<file path="config.mk">
export PLATFORM = sky130hd
export DESIGN_NAME = seq_alu
export DESIGN_NICKNAME = d
export VERILOG_FILES = /design/src/rtl/seq_alu_pkg.sv /design/src/rtl/seq_alu_muldiv.sv /design/src/rtl/seq_alu.sv
export SDC_FILE = /design/constraint.sdc
export NUM_CORES = 1
export LEC_CHECK = 0
export ABC_AREA = 1
export ABC_CLOCK_PERIOD_IN_PS = 3050
export CORE_ASPECT_RATIO = 1.2
export CORE_UTILIZATION = 50
export DETAILED_ROUTE_END_ITERATION = 8
export DONT_BUFFER_PORTS = 1
export PLACE_DENSITY = 0.73
export SLEW_MARGIN = 20
export SYNTH_ARGS = -nofsm -noshare
export SYNTH_HDL_FRONTEND = slang
export SYNTH_HIERARCHICAL = 1
export SYNTH_SLANG_ARGS = --single-unit
export TNS_END_PERCENT = 30
</file>
<file path="constraint.sdc">
create_clock -name clk -period 3.05 [get_ports clk]
set_input_delay 0.915 -clock clk [delete_from_list [all_inputs] [get_ports clk]]
set_output_delay 0.915 -clock clk [all_outputs]
set_load 0.01 [all_outputs]
</file>
<file path="src/rtl/seq_alu_pkg.sv">
`default_nettype none
// ============================================================================
//  Module      : seq_alu_pkg
//  Description : Shared definitions for the sequential ALU. Holds the opcode
//                encodings, the opcode width and the control FSM state type.
//  Ports       : none (package)
//  Config      : SEQ_ALU_DIV_EN enables the divider in the importing modules
//  Revision    : 1.0 - initial release
// ============================================================================
package seq_alu_pkg;

    localparam int OP_W = 3;

    localparam logic [OP_W-1:0] OP_AND  = 3'b000;
    localparam logic [OP_W-1:0] OP_OR   = 3'b001;
    localparam logic [OP_W-1:0] OP_ADD  = 3'b010;
    localparam logic [OP_W-1:0] OP_MULT = 3'b011;
    localparam logic [OP_W-1:0] OP_NOR  = 3'b100;
    localparam logic [OP_W-1:0] OP_XOR  = 3'b101;
    localparam logic [OP_W-1:0] OP_SUB  = 3'b110;
    localparam logic [OP_W-1:0] OP_DIV  = 3'b111;

    typedef enum logic [1:0] {
        ST_IDLE = 2'd0,
        ST_BUSY = 2'd1,
        ST_DONE = 2'd2
    } state_t;

endpackage
`default_nettype wire

</file>
<file path="src/rtl/seq_alu_muldiv.sv">
`default_nettype none
// ============================================================================
//  Module      : seq_alu_muldiv
//  Description : Iterative multiply / divide engine. MULT is shift-add and
//                DIV is restoring, one bit per cycle over WIDTH cycles, on
//                operand magnitudes; signs are re-applied as the last step
//                retires. done pulses in the cycle the final step happens,
//                with hi/lo/flags valid in that same cycle.
//  Ports       : clk, rst_n          - clock, async active-low reset
//                start, is_div       - launch an operation / select DIV
//                unsig, a, b         - sign mode and operands
//                done                - final-step strobe, results valid
//                hi, lo              - product halves or remainder/quotient
//                overflow, div_zero  - DIV MIN/-1 and DIV by zero flags
//  Config      : SEQ_ALU_DIV_EN - include the restoring divider
//  Revision    : 1.0 - initial release
// ============================================================================
module seq_alu_muldiv #(
    parameter int WIDTH = 32
) (
    input  logic             clk,
    input  logic             rst_n,
    input  logic             start,
    input  logic             is_div,
    input  logic             unsig,
    input  logic [WIDTH-1:0] a,
    input  logic [WIDTH-1:0] b,
    output logic             done,
    output logic [WIDTH-1:0] hi,
    output logic [WIDTH-1:0] lo,
    output logic             overflow,
    output logic             div_zero
);

    localparam int CW = $clog2(WIDTH);

    logic               r_busy;
    logic [CW-1:0]      r_cnt;
    logic [2*WIDTH-1:0] r_acc;   // MULT: {partial, multiplier}; DIV: {rem, dividend/quotient}
    logic [WIDTH-1:0]   r_opnd;  // MULT: multiplicand; DIV: divisor
    logic               r_neg;   // operand signs differ: negate product / quotient

    logic               w_sa, w_sb, w_last;
    logic [WIDTH-1:0]   w_abs_a, w_abs_b;
    logic [WIDTH:0]     w_msum;
    logic [2*WIDTH-1:0] w_mul_next, w_step, w_prod;

    assign w_sa    = ~unsig & a[WIDTH-1];
    assign w_sb    = ~unsig & b[WIDTH-1];
    assign w_abs_a = w_sa ? -a : a;
    assign w_abs_b = w_sb ? -b : b;
    assign w_last  = (r_cnt == CW'(WIDTH-1));
    assign done    = r_busy & w_last;

    // Shift-add: carry out of the upper half lands in the top bit after the shift.
    assign w_msum     = {1'b0, r_acc[2*WIDTH-1:WIDTH]} + (r_acc[0] ? {1'b0, r_opnd} : '0);
    assign w_mul_next = {w_msum, r_acc[WIDTH-1:1]};
    assign w_prod     = r_neg ? -w_step : w_step;

`ifdef SEQ_ALU_DIV_EN
    logic               r_is_div, r_neg_r, r_ovf, r_dz;
    logic [WIDTH-1:0]   r_a_raw;
    logic [WIDTH:0]     w_shift, w_diff;
    logic [2*WIDTH-1:0] w_div_next;
    logic [WIDTH-1:0]   w_q, w_r;

    // Restoring step: remainder < divisor keeps the shifted value within WIDTH+1 bits.
    assign w_shift    = {r_acc[2*WIDTH-1:WIDTH], r_acc[WIDTH-1]};
    assign w_diff     = w_shift - {1'b0, r_opnd};
    assign w_div_next = w_diff[WIDTH] ? {w_shift[WIDTH-1:0], r_acc[WIDTH-2:0], 1'b0}
                                      : {w_diff[WIDTH-1:0],  r_acc[WIDTH-2:0], 1'b1};
    assign w_step     = r_is_div ? w_div_next : w_mul_next;

    assign w_q = w_step[WIDTH-1:0];
    assign w_r = w_step[2*WIDTH-1:WIDTH];

    // Divide by zero overrides the iterated result with all-ones / dividend.
    assign lo = !r_is_div ? w_prod[WIDTH-1:0] :
                r_dz      ? '1 : (r_neg ? -w_q : w_q);
    assign hi = !r_is_div ? w_prod[2*WIDTH-1:WIDTH] :
                r_dz      ? r_a_raw : (r_neg_r ? -w_r : w_r);
    assign overflow = r_ovf;
    assign div_zero = r_dz;

    always_ff @(posedge clk or negedge rst_n) begin
        if (!rst_n) begin
            r_is_div <= 1'b0;
            r_neg_r  <= 1'b0;
            r_ovf    <= 1'b0;
            r_dz     <= 1'b0;
            r_a_raw  <= '0;
        end else if (start) begin
            r_is_div <= is_div;
            r_neg_r  <= w_sa;
            r_ovf    <= is_div & ~unsig & (a == {1'b1, {(WIDTH-1){1'b0}}}) & (&b);
            r_dz     <= is_div & (b == '0);
            r_a_raw  <= a;
        end
    end

    always_ff @(posedge clk or negedge rst_n) begin
        if (!rst_n) begin
            r_acc  <= '0;
            r_opnd <= '0;
        end else if (start) begin
            r_acc  <= {{WIDTH{1'b0}}, (is_div ? w_abs_a : w_abs_b)};
            r_opnd <= is_div ? w_abs_b : w_abs_a;
        end else if (r_busy) begin
            r_acc  <= w_step;
        end
    end
`else
    logic w_unused_div;
    assign w_unused_div = is_div;
    assign w_step   = w_mul_next;
    assign lo       = w_prod[WIDTH-1:0];
    assign hi       = w_prod[2*WIDTH-1:WIDTH];
    assign overflow = 1'b0;
    assign div_zero = 1'b0;

    always_ff @(posedge clk or negedge rst_n) begin
        if (!rst_n) begin
            r_acc  <= '0;
            r_opnd <= '0;
        end else if (start) begin
            r_acc  <= {{WIDTH{1'b0}}, w_abs_b};
            r_opnd <= w_abs_a;
        end else if (r_busy) begin
            r_acc  <= w_step;
        end
    end
`endif

    always_ff @(posedge clk or negedge rst_n) begin
        if (!rst_n) begin
            r_busy <= 1'b0;
            r_cnt  <= '0;
            r_neg  <= 1'b0;
        end else if (start) begin
            r_busy <= 1'b1;
            r_cnt  <= '0;
            r_neg  <= w_sa ^ w_sb;
        end else if (r_busy) begin
            r_cnt <= r_cnt + CW'(1);
            if (w_last) begin
                r_busy <= 1'b0;
            end
        end
    end

endmodule
`default_nettype wire

</file>
<file path="src/rtl/seq_alu.sv">
`default_nettype none
// ============================================================================
//  Module      : seq_alu
//  Description : Multi-cycle integer ALU with valid/ready handshakes. Logic,
//                ADD/SUB and compare complete in one cycle; MULT (and DIV when
//                enabled) run on the iterative engine. Results are held in
//                DONE until the consumer accepts them.
//  Ports       : clk, rst_n                  - clock, async active-low reset
//                in_valid, in_ready          - operand handshake
//                a, b, op, unsig             - operands, opcode, sign mode
//                out_valid, out_ready        - result handshake
//                result_lo, result_hi        - result halves
//                compout, overflow, div_zero, illegal - status flags
//  Config      : SEQ_ALU_DIV_EN - DIV datapath present; otherwise op 111
//                completes in one cycle as an illegal op
//  Revision    : 1.0 - initial release
// ============================================================================
module seq_alu
    import seq_alu_pkg::*;
#(
    parameter int WIDTH = 32
) (
    input  logic             clk,
    input  logic             rst_n,
    input  logic             in_valid,
    output logic             in_ready,
    input  logic [WIDTH-1:0] a,
    input  logic [WIDTH-1:0] b,
    input  logic [OP_W-1:0]  op,
    input  logic             unsig,
    output logic             out_valid,
    input  logic             out_ready,
    output logic [WIDTH-1:0] result_lo,
    output logic [WIDTH-1:0] result_hi,
    output logic             compout,
    output logic             overflow,
    output logic             div_zero,
    output logic             illegal
);

    state_t           r_state, w_next;
    logic             w_accept, w_multi, w_is_div;
    logic             w_md_done, w_md_ovf, w_md_dz;
    logic [WIDTH-1:0] w_md_hi, w_md_lo;
    logic [WIDTH-1:0] w_sum, w_dif, w_lo;
    logic             w_lt, w_ovf, w_ill;

    assign in_ready  = (r_state == ST_IDLE);
    assign out_valid = (r_state == ST_DONE);
    assign w_accept  = in_ready & in_valid;
    assign w_is_div  = (op == OP_DIV);

`ifdef SEQ_ALU_DIV_EN
    assign w_multi = (op == OP_MULT) | w_is_div;
`else
    assign w_multi = (op == OP_MULT);
`endif

    seq_alu_muldiv #(
        .WIDTH (WIDTH)
    ) u_muldiv (
        .clk      (clk),
        .rst_n    (rst_n),
        .start    (w_accept & w_multi),
        .is_div   (w_is_div),
        .unsig    (unsig),
        .a        (a),
        .b        (b),
        .done     (w_md_done),
        .hi       (w_md_hi),
        .lo       (w_md_lo),
        .overflow (w_md_ovf),
        .div_zero (w_md_dz)
    );

    always_ff @(posedge clk or negedge rst_n) begin
        if (!rst_n) begin
            r_state <= ST_IDLE;
        end else begin
            r_state <= w_next;
        end
    end

    always_comb begin
        w_next = r_state;
        case (r_state)
            ST_IDLE: if (in_valid)  w_next = w_multi ? ST_BUSY : ST_DONE;
            ST_BUSY: if (w_md_done) w_next = ST_DONE;
            ST_DONE: if (out_ready) w_next = ST_IDLE;
            default: w_next = ST_IDLE;
        endcase
    end

    // Single-cycle datapath
    assign w_sum = a + b;
    assign w_dif = a - b;
    assign w_lt  = unsig ? (a < b) : ($signed(a) < $signed(b));

    always_comb begin
        w_lo  = '0;
        w_ovf = 1'b0;
        w_ill = 1'b0;
        case (op)
            OP_AND: w_lo = a & b;
            OP_OR:  w_lo = a | b;
            OP_NOR: w_lo = ~(a | b);
            OP_XOR: w_lo = a ^ b;
            OP_ADD: begin
                w_lo  = w_sum;
                w_ovf = ~unsig & (a[WIDTH-1] == b[WIDTH-1]) & (w_sum[WIDTH-1] != a[WIDTH-1]);
            end
            OP_SUB: begin
                w_lo  = w_dif;
                w_ovf = ~unsig & (a[WIDTH-1] != b[WIDTH-1]) & (w_dif[WIDTH-1] != a[WIDTH-1]);
            end
            OP_DIV: begin
`ifndef SEQ_ALU_DIV_EN
                w_ill = 1'b1;
`endif
            end
            default: ;
        endcase
    end

    // Acceptance clears flags and captures compout for every op; multi-cycle
    // ops overwrite the result halves and DIV flags when the engine retires.
    always_ff @(posedge clk or negedge rst_n) begin
        if (!rst_n) begin
            result_lo <= '0;
            result_hi <= '0;
            compout   <= 1'b0;
            overflow  <= 1'b0;
            div_zero  <= 1'b0;
            illegal   <= 1'b0;
        end else if (w_accept) begin
            result_lo <= w_lo;
            result_hi <= '0;
            compout   <= w_lt;
            overflow  <= w_ovf;
            div_zero  <= 1'b0;
            illegal   <= w_ill;
        end else if ((r_state == ST_BUSY) && w_md_done) begin
            result_lo <= w_md_lo;
            result_hi <= w_md_hi;
            overflow  <= w_md_ovf;
            div_zero  <= w_md_dz;
        end
    end

endmodule
`default_nettype wire

</file>
# Word level (Yosys, flattened, before mapping)
# Cells that the tools add are included.
totals:
  ff_bits: 173
  word_cells: 86
  in_bits: 72
  out_inout_bits: 70
op_classes:
  n_addsub: 7
  n_lt_le_gt_ge: 2
  n_bitwise: 15
  reduce_logical: 6
  n_mux: 27
  n_eq_ne: 17
ops:
  columns: ["operator", "n"]
  rows:
  - ["$mux 32", 7]
  - ["$mux 64", 3]
  - ["$pmux 32 s6", 1]
  - ["$lt 32x32->1", 2]
  - ["$neg 32->32", 2]
  - ["$neg 64->64", 1]
  - ["$add 32x33->33", 1]
  - ["$add 32x32->32", 1]
  - ["$and 32x32->32", 1]
  - ["$not 32->32", 1]
  - ["$or 32x32->32", 1]
  - ["$sub 32x32->32", 1]
  - ["$xor 32x32->32", 1]
  - ["$eq 3x3->1 const B", 4]
  - ["$mux 5", 2]
  - ["$and 1x1->1", 9]
  - ["$mux 1", 8]
  - ["$mux 2", 4]
  - ["$eq 3x2->1 const B", 2]
  - ["$pmux 2 s3", 1]
  - ["$add 5x1->5 const B", 1]
  - ["$eq 5x5->1 const B", 1]
  - ["$ne 2x2->1 const B", 2]
  - ["$reduce_bool 2->1", 2]
  - ["other kinds (13)", 15]

# Longest topological paths before layout
# Gate-level depths: netlist of run 1.
logic_depth:
  ltp_word: 6
  depth_mapped: 27

# Hierarchy
# Netlist of run 1, hierarchy kept.
modules_own_cells:
  columns: ["module", "cells_each", "seq_area_each_um2", "n_inst", "area_per_inst_um2"]
  rows:
  - ["seq_alu_muldiv", 1707, 2577.5, 1, 10460.0]
  - ["seq_alu", 1652, 1751.7, 1, 9685.5]

# Least setup slack after synthesis of run 1
# No wires, ideal clock.
synth_timing:
  path_type: "reg-to-reg"
  start: "reg u_muldiv.r_acc[0]"
  end: "reg result_hi[23]"
  t_arrival_ns: 2.832
  setup_time_ns: 0.118
  slack_ns: 0.100
  n_path_buf: 2
  required_time_ns: 2.932
  path_stages_with_launch: 20
  cell_sequence: "dfrtp_1 -> clkbuf_1 -> clkbuf_1 -> nand2_1 -> inv_1 -> ha_1 -> fa_1 -> nor4_1 -> nand2_1 -> nor2_1 -> nand2_1 -> nor2_1 -> nand2_2 -> nor2_4 -> nand3_2 -> nand2_2 -> xor2_1 -> inv_1 -> nand3_1 -> nand2_1"
synth_via:
  elab_chain_cells: 6
synth_rtl:
  columns: ["item", "line_no", "source"]
  rows:
  - ["from (decl)", "seq_alu_muldiv.sv:39", "logic [2*WIDTH-1:0] r_acc;"]
  - ["from (signal assigned)", "seq_alu_muldiv.sv:126", "r_acc <= {{WIDTH{1'b0}}, w_abs_b};"]
  - ["from (signal assigned)", "seq_alu_muldiv.sv:129", "r_acc <= w_step;"]
  - ["$mux 32 (*)", "seq_alu_muldiv.sv:56", "assign w_msum = {1'b0, r_acc[2*WIDTH-1:WIDTH]} + (r_acc[0] ? {1'b0, r_opnd} : '0);"]
  - ["$add 32x33->33 (*)", "seq_alu_muldiv.sv:56", null]
  - ["$neg 64->64", "seq_alu_muldiv.sv:58", "assign w_prod = r_neg ? -w_step : w_step;"]
  - ["$mux 64 (*)", "seq_alu_muldiv.sv:58", null]
  - ["via w_md_hi[23]", "seq_alu.sv:44", "logic [WIDTH-1:0] w_md_hi, w_md_lo;"]
  - ["$mux 32 (*)", "seq_alu.sv:142", "end else if ((r_state == ST_BUSY) && w_md_done) begin"]
  - ["$mux 32 (*)", "seq_alu.sv:135", "end else if (w_accept) begin"]
  - ["to (signal assigned)", "seq_alu.sv:144", "result_hi <= w_md_hi;"]
  - ["to (decl)", "seq_alu.sv:34", "output logic [WIDTH-1:0] result_hi,"]
# The timed path passes the listed nets; every way through them passes the cells marked *. The select of a mux whose other input is x is not followed.
# A chain may end at the register's enable or synchronous reset.

# Final worst setup path of run 1
layout_timing:
  start: "reg u_muldiv.r_acc[0]"
  end: "reg result_hi[29]"
# Same word-level chain as after synthesis.

==> results of run 1 <==
layer usage:
metal	global-route usage, %	vias to the layer above	wire length, um
met1	42.20	10280	28890
met3	4.353	347	4849
met4	28.61	2	6682
li1	-	10770	-
met5	0	-	13
met2	62.86	1059	37260
timing repair:
| item | CTS | global route |
|---|---|---|
| pin swaps | 0 | 87 |
| buffers inserted | 0 | 24 |
| cloned | 0 | 3 |
| setup endpoints to repair | 12 | 23 |
| gates resized for setup | 16 | 237 |
state kept, by name, summed over array words and instances (netlist names):
| register | count |
|---|---|
| u_muldiv/r_busy | 1 |
| u_muldiv/r_cnt | 5 |
| illegal | 1 |
| compout | 1 |
| result_lo | 32 |
| r_state | 2 |
| u_muldiv/r_neg | 1 |
| div_zero | 1 |
| u_muldiv/r_acc | 64 |
| overflow | 1 |
| result_hi | 32 |
| u_muldiv/r_opnd | 32 |
worst reg2reg max path, stage by stage, from the launching register on:
cell and delay, ps:
dfrtp_2 450, buf_12 170, nand2_1 60, inv_1 60, ha_4 320, buf_12 120
nand3_2 110, nand3_4 100, nand2_2 80, nand2_2 90, nand2_1 80, nand3_1 70
nand2_1 80, nor2_4 190, nand3_1 110, nor2_1 100, buf_4 130, nand3_1 80
nand2_1 120, nand3_1 90, nand2_1 80, inv_1 40, nand3_1 80, nand2_1 70
cells in the mapped netlist, drive strengths merged (3+ instances only):
library cell | number | share of area [%]
and2 | 8 | 0.26
o31ai | 4 | 0.15
nand2 | 1138 | 22
buf | 58 | 1.9
nor2 | 309 | 6.6
nor3 | 42 | 1.3
nand3b | 10 | 0.37
or2 | 8 | 0.25
fa | 3 | 0.30
nand4 | 40 | 1.2
clkbuf | 51 | 0.95
o22ai | 19 | 0.62
a21oi | 130 | 3.4
o221ai | 14 | 0.61
o2111ai | 5 | 0.22
xor2 | 80 | 3.5
nor4 | 10 | 0.34
inv | 563 | 10
nand3 | 263 | 6.9
clkinv | 9 | 0.17
dfrtp | 173 | 21
o21bai | 11 | 0.41
ha | 141 | 8.8
xnor2 | 13 | 0.57
o211ai | 4 | 0.15
o21ai | 207 | 5.2
a31oi | 10 | 0.31
a221oi | 24 | 1.0
kinds of logic (layout without fill, tap and decap cells):
family	Yosys count	count (layout)	share of synthesized area (%)
AOI/OAI and AO/OA	436	436	12.38
other	1	2	0.01861
buffers and inverters	681	793	13.50
and+or+nand+nor	1831	1831	39.52
xor gates and xnor gates	93	93	4.043
DFF	173	173	21.49
adders and majority gates	144	144	9.055
stage by stage:
| stage | cell area, um^2 | util (%) | setup WS [ps] | power (W) | TNS [ps] |
|---|---|---|---|---|---|
| global route | 23510 | 59.16 | -97.91 | 0.02086 | -870.9 |
| global placement | 21530 | 54.18 | -193.3 | 0.01482 | -1050 |
| finish | 23510 | 59.16 | 58.13 | 0.01963 | 0 |
| CTS | 22240 | 55.97 | 4.964 | 0.01742 | 0 |
| floorplan | 20150 | - | 100.5 | 0.01110 | 0 |
| detailed placement | 21530 | 54.18 | -144.9 | 0.01489 | -963.0 |
path summary, 6_finish.rpt:
| check | end | slack [ps] | startpoint | cells after the start |
|---|---|---|---|---|
| max | result_hi[29] | 60 | u_muldiv/r_acc[0] | 23 |
| min | result_hi[6] | 130 | rst_n | 0 |
| max reg2reg | result_hi[29] | 60 | u_muldiv/r_acc[0] | 23 |
| min reg2reg | u_muldiv/r_cnt[3] | 470 | u_muldiv/r_cnt[3] | 1 |
| max in group asynchronous | result_hi[17] | 2590 | rst_n | 0 |
| min in group clk | u_muldiv/r_cnt[3] | 470 | u_muldiv/r_cnt[3] | 1 |
layout by cell type (no fill, tap or decap), types with 25 or more instances in the layout:
cell / count
nor2_1: 243
inv_2: 41
inv_1: 522
nand2_1: 990
a21oi_1: 116
nand4_1: 40
dfrtp_1: 172
nor2_4: 31
ha_4: 27
o21ai_0: 193
ha_1: 113
nand2_2: 123
buf_4: 179
nand3_1: 234
nor3_1: 26
nor2_2: 33
nand3_2: 25
xor2_1: 78
power by group:
part	switching, W	internal (W)
combinational	0.00788	0.00487
clock	0.00122	0.00114
sequential	0.00118	0.00334
area by class of cell:
type | count | share of cell area, %
clock buffer | 17 | 1.810
clock inverter | 15 | 0.8675
inverter | 572 | 9.133
multi-input combinational | 2506 | 60.36
sequential | 173 | 18.42
tap | 533 | 2.837
timing repair buffer | 189 | 6.573
==> results by group, run 1 <==
Outcome
  • Outcome: complete, no violations

Pwr
  • Pwr per Cell Area: 835.0 nW/um^2
  • P_leak: 12.57 nW
  • Max IR drop VDD: 534.7 uV

Worst setup path
  • CP max FO: 9
  • CP required: 3410 ps
  • WP buf/inv: 5
  • Most frequent CP cell: nand2_1
  • WS Path Type: reg -> reg
  • Crit. End Element: register
  • CP peak stage delay: 450 ps
  • Crit path max-delay family: simple AND/OR/NAND/NOR gates
  • Slowest-stage cell, CP: dfrtp_2
  • Startpoint types: register
  • Worst EP arrival: 3350 ps
  • Worst-path cell chain: buf_12 > nand2_1 > inv_1 > ha_4 > buf_12 > nand3_2 > nand3_4 > nand2_2 > nand2_2 > nand2_1 > nand3_1 > nand2_1 > nor2_4 > nand3_1 > nor2_1 > buf_4 > nand3_1 > nand2_1 > nand3_1 > nand2_1 > inv_1 > nand3_1 > nand2_1

Route
  • Final ANT Viol Nets: 0
  • Via Count: 22450
  • Drt pass-1 iters: 6
  • Routed wire length: 77700 um
  • Avg WL per Cell: 19.40 um
  • Initial DRC Count: 2087
  • DRC viols: 0
  • DR vias/cell: 5.606

Global route
  • First-pass GRT wire length: 115900 um
  • Vias in the first global route: 21390
  • Pin count of the biggest net entering global routing: 174
  • Total gr overflow: 0
  • Initial antenna violation count: 1
  • GRT Total Usage: 37.12%

Synthesis
  • Syn Std Cell Area: 20150 um^2
  • Sequential-to-total area share from yosys stat: 21.49%
  • Cell variety after synth: 59
  • FF+latch count, synth: 173
  • Mapped Cells: 3359
  • Syn avg cell area: 5.997 um^2
  • Number of synthesized flops with an enable pin: 0
  • Synth async-reset ratio: 100.0%
  • Ys flop type: dfrtp_1
  • Synth warn: 6

STA
  • Unrepaired setup endpoints after global routing: yes
  • Hold violation count in the final report: 0
  • Fin crit share: 98.09%
  • Clk_skew: 18.21 ps
  • Fmax achieved: 0.3342 GHz
  • Tightest Pin Transition: 788.9 ps
  • Post-layout minimum cycle time: 2992 ps
  • Fin. max-slew vios: 0
  • # setup viols final: 0
  • Slew HR: 47.41%
  • Final hold slack: 130.0 ps

Clock network
  • CTS tree: yes
  • TritonCTS Buffers: 17
  • H-Tree Level Count: 4
  • Clk sinks: 173
  • CTS Root Cell: clkbuf_16
  • Clock buffer depth: 2
  • Clk slew on worst S/H paths: 90 ps
  • Clk Latency, worst-skew pair: 480 ps
  • Hold-fix buffer count after cts: 0

Floorplan
  • Top Ports: 142
  • Die W: 185.2 um
  • Num rows: 80
  • Die area: 41100 um^2
  • Die Y: 221.9 um
  • Core ar.: 39740 um^2
  • Initial Util: 50.70%

Cells and area
  • Antenna diodes: 0
  • Fillcell total: 3976
  • Final std cells w/o fill: 4005
  • Share of layout cells above drive strength 1: 16.68%
  • Nets: 3675
  • Multi-input logic area: 14190 um^2
  • Synth-to-Final Area Change: 16.69%
  • Reg area: 4330 um^2

Hold path
  • Worst hold path type: in -> async

Placement
  • Detailed Place HPWL: 60080 um
  • GPL Wtd Cong: 1.040
  • Port bufs: 0
  • Cell total after placement: 3946

Run
  • MaxCap Viol Count: 0
No activity file was read; power rests on OpenSTA's default activity.
==> run 2: changes to the inputs <==
Settings changed: CAP_MARGIN set to 10, CORE_UTILIZATION 50 to 39, PLACE_DENSITY 0.73 to 0.6.
==> run 2 against run 1 <==
Combinational power down 5%. Count of clock-buffer cells in the layout stayed put. Critical path type unchanged. Via count shrank 2.3%.
==> results by group, run 2 (same netlist as run 1, synthesis figures left out) <==
Worst setup path
  • WP buf/inv: 2 (-3)
  • CP required: 3470 ps (+60 ps)
  • WS Path Type: reg -> reg
  • CP peak stage delay: 500 ps (+50 ps)
  • Worst r2r src: u_muldiv/r_acc[0]
  • Worst EP arrival: 3350 ps (about the same)
  • Slowest-stage cell, CP: dfrtp_2
  • Crit path from: u_muldiv/r_acc[0]
  • CP max FO: 6 (-3)
  • Crit path max-delay family: simple AND/OR/NAND/NOR gates
  • Crit. End Element: register
  • Worst-path cell chain: nand2_1 > inv_1 > ha_4 > fa_2 > nand2_2 > nand3_2 > nand3_4 > nand2_4 > nand2_4 > nand3_2 > nand2_2 > nand2_2 > nor2_2 > nand2_2 > nor2_4 > nand3_2 > nand2_2 > nand2_1 > nand2_1 > nand2_1 > inv_1 > nand3_1 > nand2_1
  • Startpoint types: register

Placement
  • Detailed Place HPWL: 62970 um (+4.8%)
  • Placement Setup Slack: 7.973 ps (+152.9 ps)
  • Port bufs: 0 (unchanged)
  • GPL Wtd Cong: 0.9850 (-5.3%)
  • Post-DP Area: 21650 um^2 (+0.54%)

STA
  • Slew HR: 52.46% (+5.1 points)
  • Final worst setup slack: 121.0 ps (+62.88 ps)
  • # setup viols final: 0 (unchanged)
  • Hold violation count in the final report: 0 (unchanged)
  • Fin. max-slew vios: 0 (unchanged)
  • Clk_skew: 15.46 ps (-2.752 ps)
  • Fin crit share: 96.03% (-2.1 points)
  • Tightest Pin Transition: 706.6 ps (-82.36 ps)
  • Unrepaired setup endpoints after global routing: yes
  • Fmax achieved: 0.3414 GHz (+2.1%)
  • Post-layout minimum cycle time: 2929 ps (-62.88 ps)

Floorplan
  • Num rows: 90 (+13%)
  • Initial Util: 39.76% (-11 points)
  • Die area: 52570 um^2 (+28%)
  • Core ar.: 50670 um^2 (+28%)
  • Top Ports: 142 (unchanged)
  • Die W: 209.5 um (+13%)
  • Die Y: 251.0 um (+13%)

Route
  • Via Count: 21940 (-2.3%)
  • DRC viols: 0 (unchanged)
  • Routed wire length: 80200 um (+3.2%)
  • DR vias/cell: 5.330 (-4.9%)
  • Initial DRC Count: 1693 (-19%)
  • Avg WL per Cell: 19.48 um (+0.43%)
  • Drt pass-1 iters: 6 (unchanged)
  • Final ANT Viol Nets: 0 (unchanged)

Global route
  • First-pass GRT wire length: 119300 um (+2.9%)
  • Initial antenna violation count: 0 (-1)
  • Total gr overflow: 0 (unchanged)
  • Vias in the first global route: 20870 (-2.4%)
  • GRT Total Usage: 29.83% (-7.3 points)
  • Pin count of the biggest net entering global routing: 174 (unchanged)

Cells and area
  • Nets: 3675 (unchanged)
  • Post-route cell area: 23510 um^2 (about the same)
  • Most frequent cells in the layout: nand2_1 (987), inv_1 (512), nor2_1 (248)
  • Final Util: 46.40% (-13 points)
  • Most flops, register: u_muldiv/r_acc
  • Most common cell after layout, fill and taps aside: nand2_1
  • Antenna diodes: 0 (unchanged)
  • Max FFs per register: 64 (unchanged)
  • Share of layout cells above drive strength 1: 16.71% (+0.029 points)
  • Synth-to-Final Area Change: 16.71% (about the same)

Pwr
  • P_leak: 12.58 nW (about the same)
  • Max IR drop VDD: 394.2 uV (-26%)
  • Pwr per Cell Area: 811.4 nW/um^2 (-2.8%)

Clock network
  • CTS Root Cell: clkbuf_16
  • TritonCTS Buffers: 17 (unchanged)
  • Clock buffer depth: 2 (unchanged)
  • H-Tree Level Count: 4 (unchanged)
  • Clk sinks: 173 (unchanged)
  • CTS tree: yes
  • Clk Latency, worst-skew pair: 490 ps (about the same)
  • Clk slew on worst S/H paths: 80 ps (about the same)

Hold path
  • Worst hold path type: in -> async

Outcome
  • Outcome: complete, no violations

Run
  • MaxCap Viol Count: 0 (unchanged)
-- run 2: cell types whose count changed in the layout (fill, tap and decap cells not counted), sizes merged --
cell / change
clkinv: +3
inv: -3
-- run 2: final timing paths --
path | slack (ps) | to | cells after the start
max in group asynchronous | 2570 | u_muldiv/r_opnd[22] | 0
min | 140 | u_muldiv/r_busy | 0
min reg2reg | 470 | u_muldiv/r_cnt[3] | 1
max reg2reg | 120 | result_hi[31] | 23
max | 120 | result_hi[31] | 23
min in group clk | 470 | u_muldiv/r_cnt[3] | 1
-- run 2: layout make-up --
type / instances / area (um^2)
flip-flops and latches: 173 / 4330
inverters: 572 / 2152
clock buffers: 17 / 425.4
well taps: 644 / 805.8
repair buffers: 189 / 1531
clock inverters: 15 / 191.4
multi-input cells: 2506 / 14080
fillers: 5385 / 27160
-- run 2: what timing repair did --
item	CTS	global route
hold buffers	0	0
endpoints found under the hold margin	0	0
setup buffers	0	26
resized for setup	0	244
endpoints found under the setup margin	0	22
-- run 2: power breakdown --
group | switching [W] | total (W) | leakage [nW] | internal [W]
Combinational | 0.00748 | 0.0122 | 10.1 | 0.00467
Clock | 0.00125 | 0.00236 | 0.298 | 0.00112
Sequential | 0.00122 | 0.00456 | 2.15 | 0.00334
Total | 0.00995 | 0.0191 | 12.6 | 0.00912
-- run 2: metal layers --
| metal | wire length [um] | vias to the layer above | part of all wire (%) | global-route usage, % |
|---|---|---|---|---|
| li1 | - | 10760 | - | - |
| met1 | 31690 | 10200 | 40 | 34.69 |
| met3 | 3773 | 210 | 4.7 | 3.148 |
| met5 | 0 | - | 0 | 0 |
| met4 | 5122 | 0 | 6.4 | 17.54 |
| met2 | 39620 | 770 | 49 | 52.90 |
-- run 2: metrics by stage --
step           std cells  total power, W  hold slack [ps]  setup TNS, ps
3_3_place_gp        4055         0.01479            452.1         -14.22
3_5_place_dp        4055         0.01480            458.7              0
4_1_cts             4087         0.01722            122.0              0
2_1_floorplan       3360         0.01110            433.3              0
5_1_grt             4116         0.02043            116.6         -524.8
6_report            4116         0.01908            136.1              0
==> run 3: changes to the inputs <==
--- a/config.mk
+++ b/config.mk
@@ -9,8 +9,8 @@
 export ABC_CLOCK_PERIOD_IN_PS = 3050
 export CAP_MARGIN = 10
-export CORE_ASPECT_RATIO = 1.2
 export CORE_UTILIZATION = 39
 export DETAILED_ROUTE_END_ITERATION = 8
 export DONT_BUFFER_PORTS = 1
+export GPL_ROUTABILITY_DRIVEN = 0
 export PLACE_DENSITY = 0.6
 export SLEW_MARGIN = 20
==> constraint.sdc (replaced) <==
create_clock -name clk -period 3.05 [get_ports clk]
set_input_delay 0.61 -clock clk [delete_from_list [all_inputs] [get_ports clk]]
set_output_delay 0.61 -clock clk [all_outputs]
set_load 0.01 [all_outputs]
==> run 3 against run 2 <==
The flow now finishes with violations (hold timing). Maximum frequency grew 1.4%. Clock power hardly changed. Cell area shrank 4.1%. Sequential cell count did not move. Combinational power is 9% lower. Global-route usage shrank 1.9 points. Count of clock-buffer cells in the layout is 1 higher. Via count shrank 3.0%. Worst hold slack got worse by 300 ps. Cell count fell by 1.4%. Die area hardly changed. Highest routed layer unchanged. First-iteration DRC count increased by 2.4%.
==> results by group, run 3 (same netlist as run 1, synthesis figures left out) <==
STA
  • Slew HR: 44.76% (-7.7 points)
  • Tightest Pin Transition: 828.7 ps (+122.1 ps)
  • Clk_skew: 14.55 ps (-0.9068 ps)
  • Final hold slack: -159.2 ps (-295.3 ps)
  • Post-layout minimum cycle time: 2889 ps (-40.15 ps)
  • Hold violation count in the final report: 173 (+173)
  • Fin crit share: 94.72% (-1.3 points)
  • # setup viols final: 0 (unchanged)
  • TNS Setup: 0 ps (unchanged)
  • Fmax achieved: 0.3462 GHz (+1.4%)
  • Unrepaired setup endpoints after global routing: yes
  • Fin. max-slew vios: 0 (unchanged)

Cells and area
  • Post-route cell area: 22550 um^2 (-4.1%)
  • Synth-to-Final Area Change: 11.95%
  • Multi-input logic area: 13820 um^2 (-1.8%)
  • Most frequent cells in the layout: nand2_1 (1026), inv_1 (530), nor2_1 (248)
  • Reg area: 4330 um^2 (unchanged)
  • Antenna diodes: 0 (unchanged)
  • Nets: 3588 (-2.4%)
  • Fillcell total: 5541 (+2.9%)
  • Max FFs per register: 64 (unchanged)
  • Share of layout cells above drive strength 1: 12.67% (-4.0 points)
  • Final std cells w/o fill: 4057 (-1.4%)
  • Most flops, register: u_muldiv/r_acc
  • Most common cell after layout, fill and taps aside: nand2_1

Route
  • Final ANT Viol Nets: 0 (unchanged)
  • Initial DRC Count: 1734 (+2.4%)
  • Via Count: 21270 (-3.0%)
  • Avg WL per Cell: 18.36 um (-5.8%)
  • Routed wire length: 74470 um (-7.1%)
  • DRC viols: 0 (unchanged)
  • DR vias/cell: 5.243 (-1.6%)
  • Drt pass-1 iters: 5 (-1)

Clock network
  • CTS tree: yes
  • Clock buffer depth: 2 (unchanged)
  • Clk slew on worst S/H paths: 70 ps (about the same)
  • Clk Latency, worst-skew pair: 470 ps (-20 ps)
  • CTS Root Cell: clkbuf_16
  • H-Tree Level Count: 4 (unchanged)
  • TritonCTS Buffers: 17 (unchanged)
  • Clk sinks: 173 (unchanged)

Worst setup path
  • CP max FO: 8 (+2)
  • R2R Setup Slk: 160 ps (+40 ps)
  • Worst EP arrival: 3250 ps (-100 ps)
  • WS Path Type: reg -> reg
  • Startpoint types: register
  • CP required: 3410 ps (-60 ps)
  • Crit. End Element: register

Global route
  • Total gr overflow: 0 (unchanged)
  • GRT Total Usage: 27.96% (-1.9 points)
  • Pin count of the biggest net entering global routing: 174 (unchanged)
  • Vias in the first global route: 20080 (-3.8%)
  • Initial antenna violation count: 0 (unchanged)
  • First-pass GRT wire length: 114200 um (-4.3%)

Pwr
  • Max IR drop VDD: 491.9 uV (+25%)
  • P_leak: 12.01 nW (-4.6%)
  • Pwr per Cell Area: 800.9 nW/um^2 (-1.3%)

Floorplan
  • Num rows: 82 (-8.9%)
  • Core ar.: 50580 um^2 (-0.18%)
  • Top Ports: 142 (unchanged)
  • Die Y: 229.3 um (-8.6%)
  • Initial Util: 39.83% (+0.073 points)
  • Die area: 52570 um^2 (about the same)
  • Die W: 229.3 um (+9.5%)

Placement
  • Post-DP Area: 21070 um^2 (-2.7%)
  • Detailed Place HPWL: 58720 um (-6.7%)
  • Cell total after placement: 4005 (-1.2%)
  • Port bufs: 0 (unchanged)

Run
  • MaxCap Viol Count: 0 (unchanged)

Hold path
  • Worst hold path type: in -> async

Outcome
  • Outcome: finished, violations left
  • Failing checks: hold timing
run 3: what timing repair did:
action / 4_1_cts / 5_1_grt
endpoints found under the setup margin: 8 / 19
endpoints found under the hold margin: 173 / 173
pin swaps: 0 / 49
setup buffers: 0 / 20
resized for setup: 4 / 156
run 3: worst paths after layout:
path,from,endpoint,depth (start not counted)
min in group clk,a[29],u_muldiv/r_opnd[29],2
worst min-delay path,rst_n,result_hi[27],0
worst max-delay path,u_muldiv/r_acc[0],result_hi[23],23
max in group asynchronous,rst_n,u_muldiv/r_acc[0],0
worst max register to register,u_muldiv/r_acc[0],result_hi[23],23
worst min register to register,u_muldiv/r_cnt[3],u_muldiv/r_cnt[3],1
run 3: through the flow:
step	power, W	hold slack, ps	setup slack (ps)	utilization [%]
detailed placement	0.01428	322.0	-71.11	41.66
CTS	0.01668	-178.5	-3.590	42.89
finish	0.01806	-159.2	161.2	44.59
floorplan	0.01110	314.4	100.5	-
global route	0.01953	-176.8	-72.58	44.59
global placement	0.01427	321.0	-84.09	41.66
run 3: per-layer routing:
layer,GRT usage (%),part of all wire (%)
met1,35.70,43
met2,47.84,47
met3,3.648,6.0
met4,10.38,3.6
met5,0,0
run 3: where the power goes:
group | switching (W) | leakage [nW] | total, W | internal (W)
logic | 0.00686 | 9.56 | 0.0111 | 0.00423
clock network | 0.00107 | 0.299 | 0.00233 | 0.00126
registers | 0.00129 | 2.15 | 0.00463 | 0.00334
total | 0.00923 | 12.0 | 0.0181 | 0.00884
run 3: layout make-up:
type	instances	share of cell area, %
Timing Repair Buffer	102	3.578
Inverter	572	9.520
Tap cell	672	3.728
Sequential cell	173	19.20
Multi-Input combinational cell	2506	61.26
Clock inverter	14	0.7656
Clock buffer	18	1.947
run 3: worst max-delay path, stage by stage (launching register included):
cell and delay (ps):
dfrtp_2 450, buf_6 150, nand2_1 50, inv_1 60
ha_4 310, inv_2 40, nand2_2 70, nand3_2 90
nand2_2 80, buf_4 130, nand2_2 60, nand2_2 100
nand2_1 100, nand2_4 110, nand2_1 70, nor2_2 110
nand2_2 80, nor2_4 170, nand3_2 100, nand2_2 110
xor2_1 150, inv_1 50, nand3_1 70, nand2_1 60
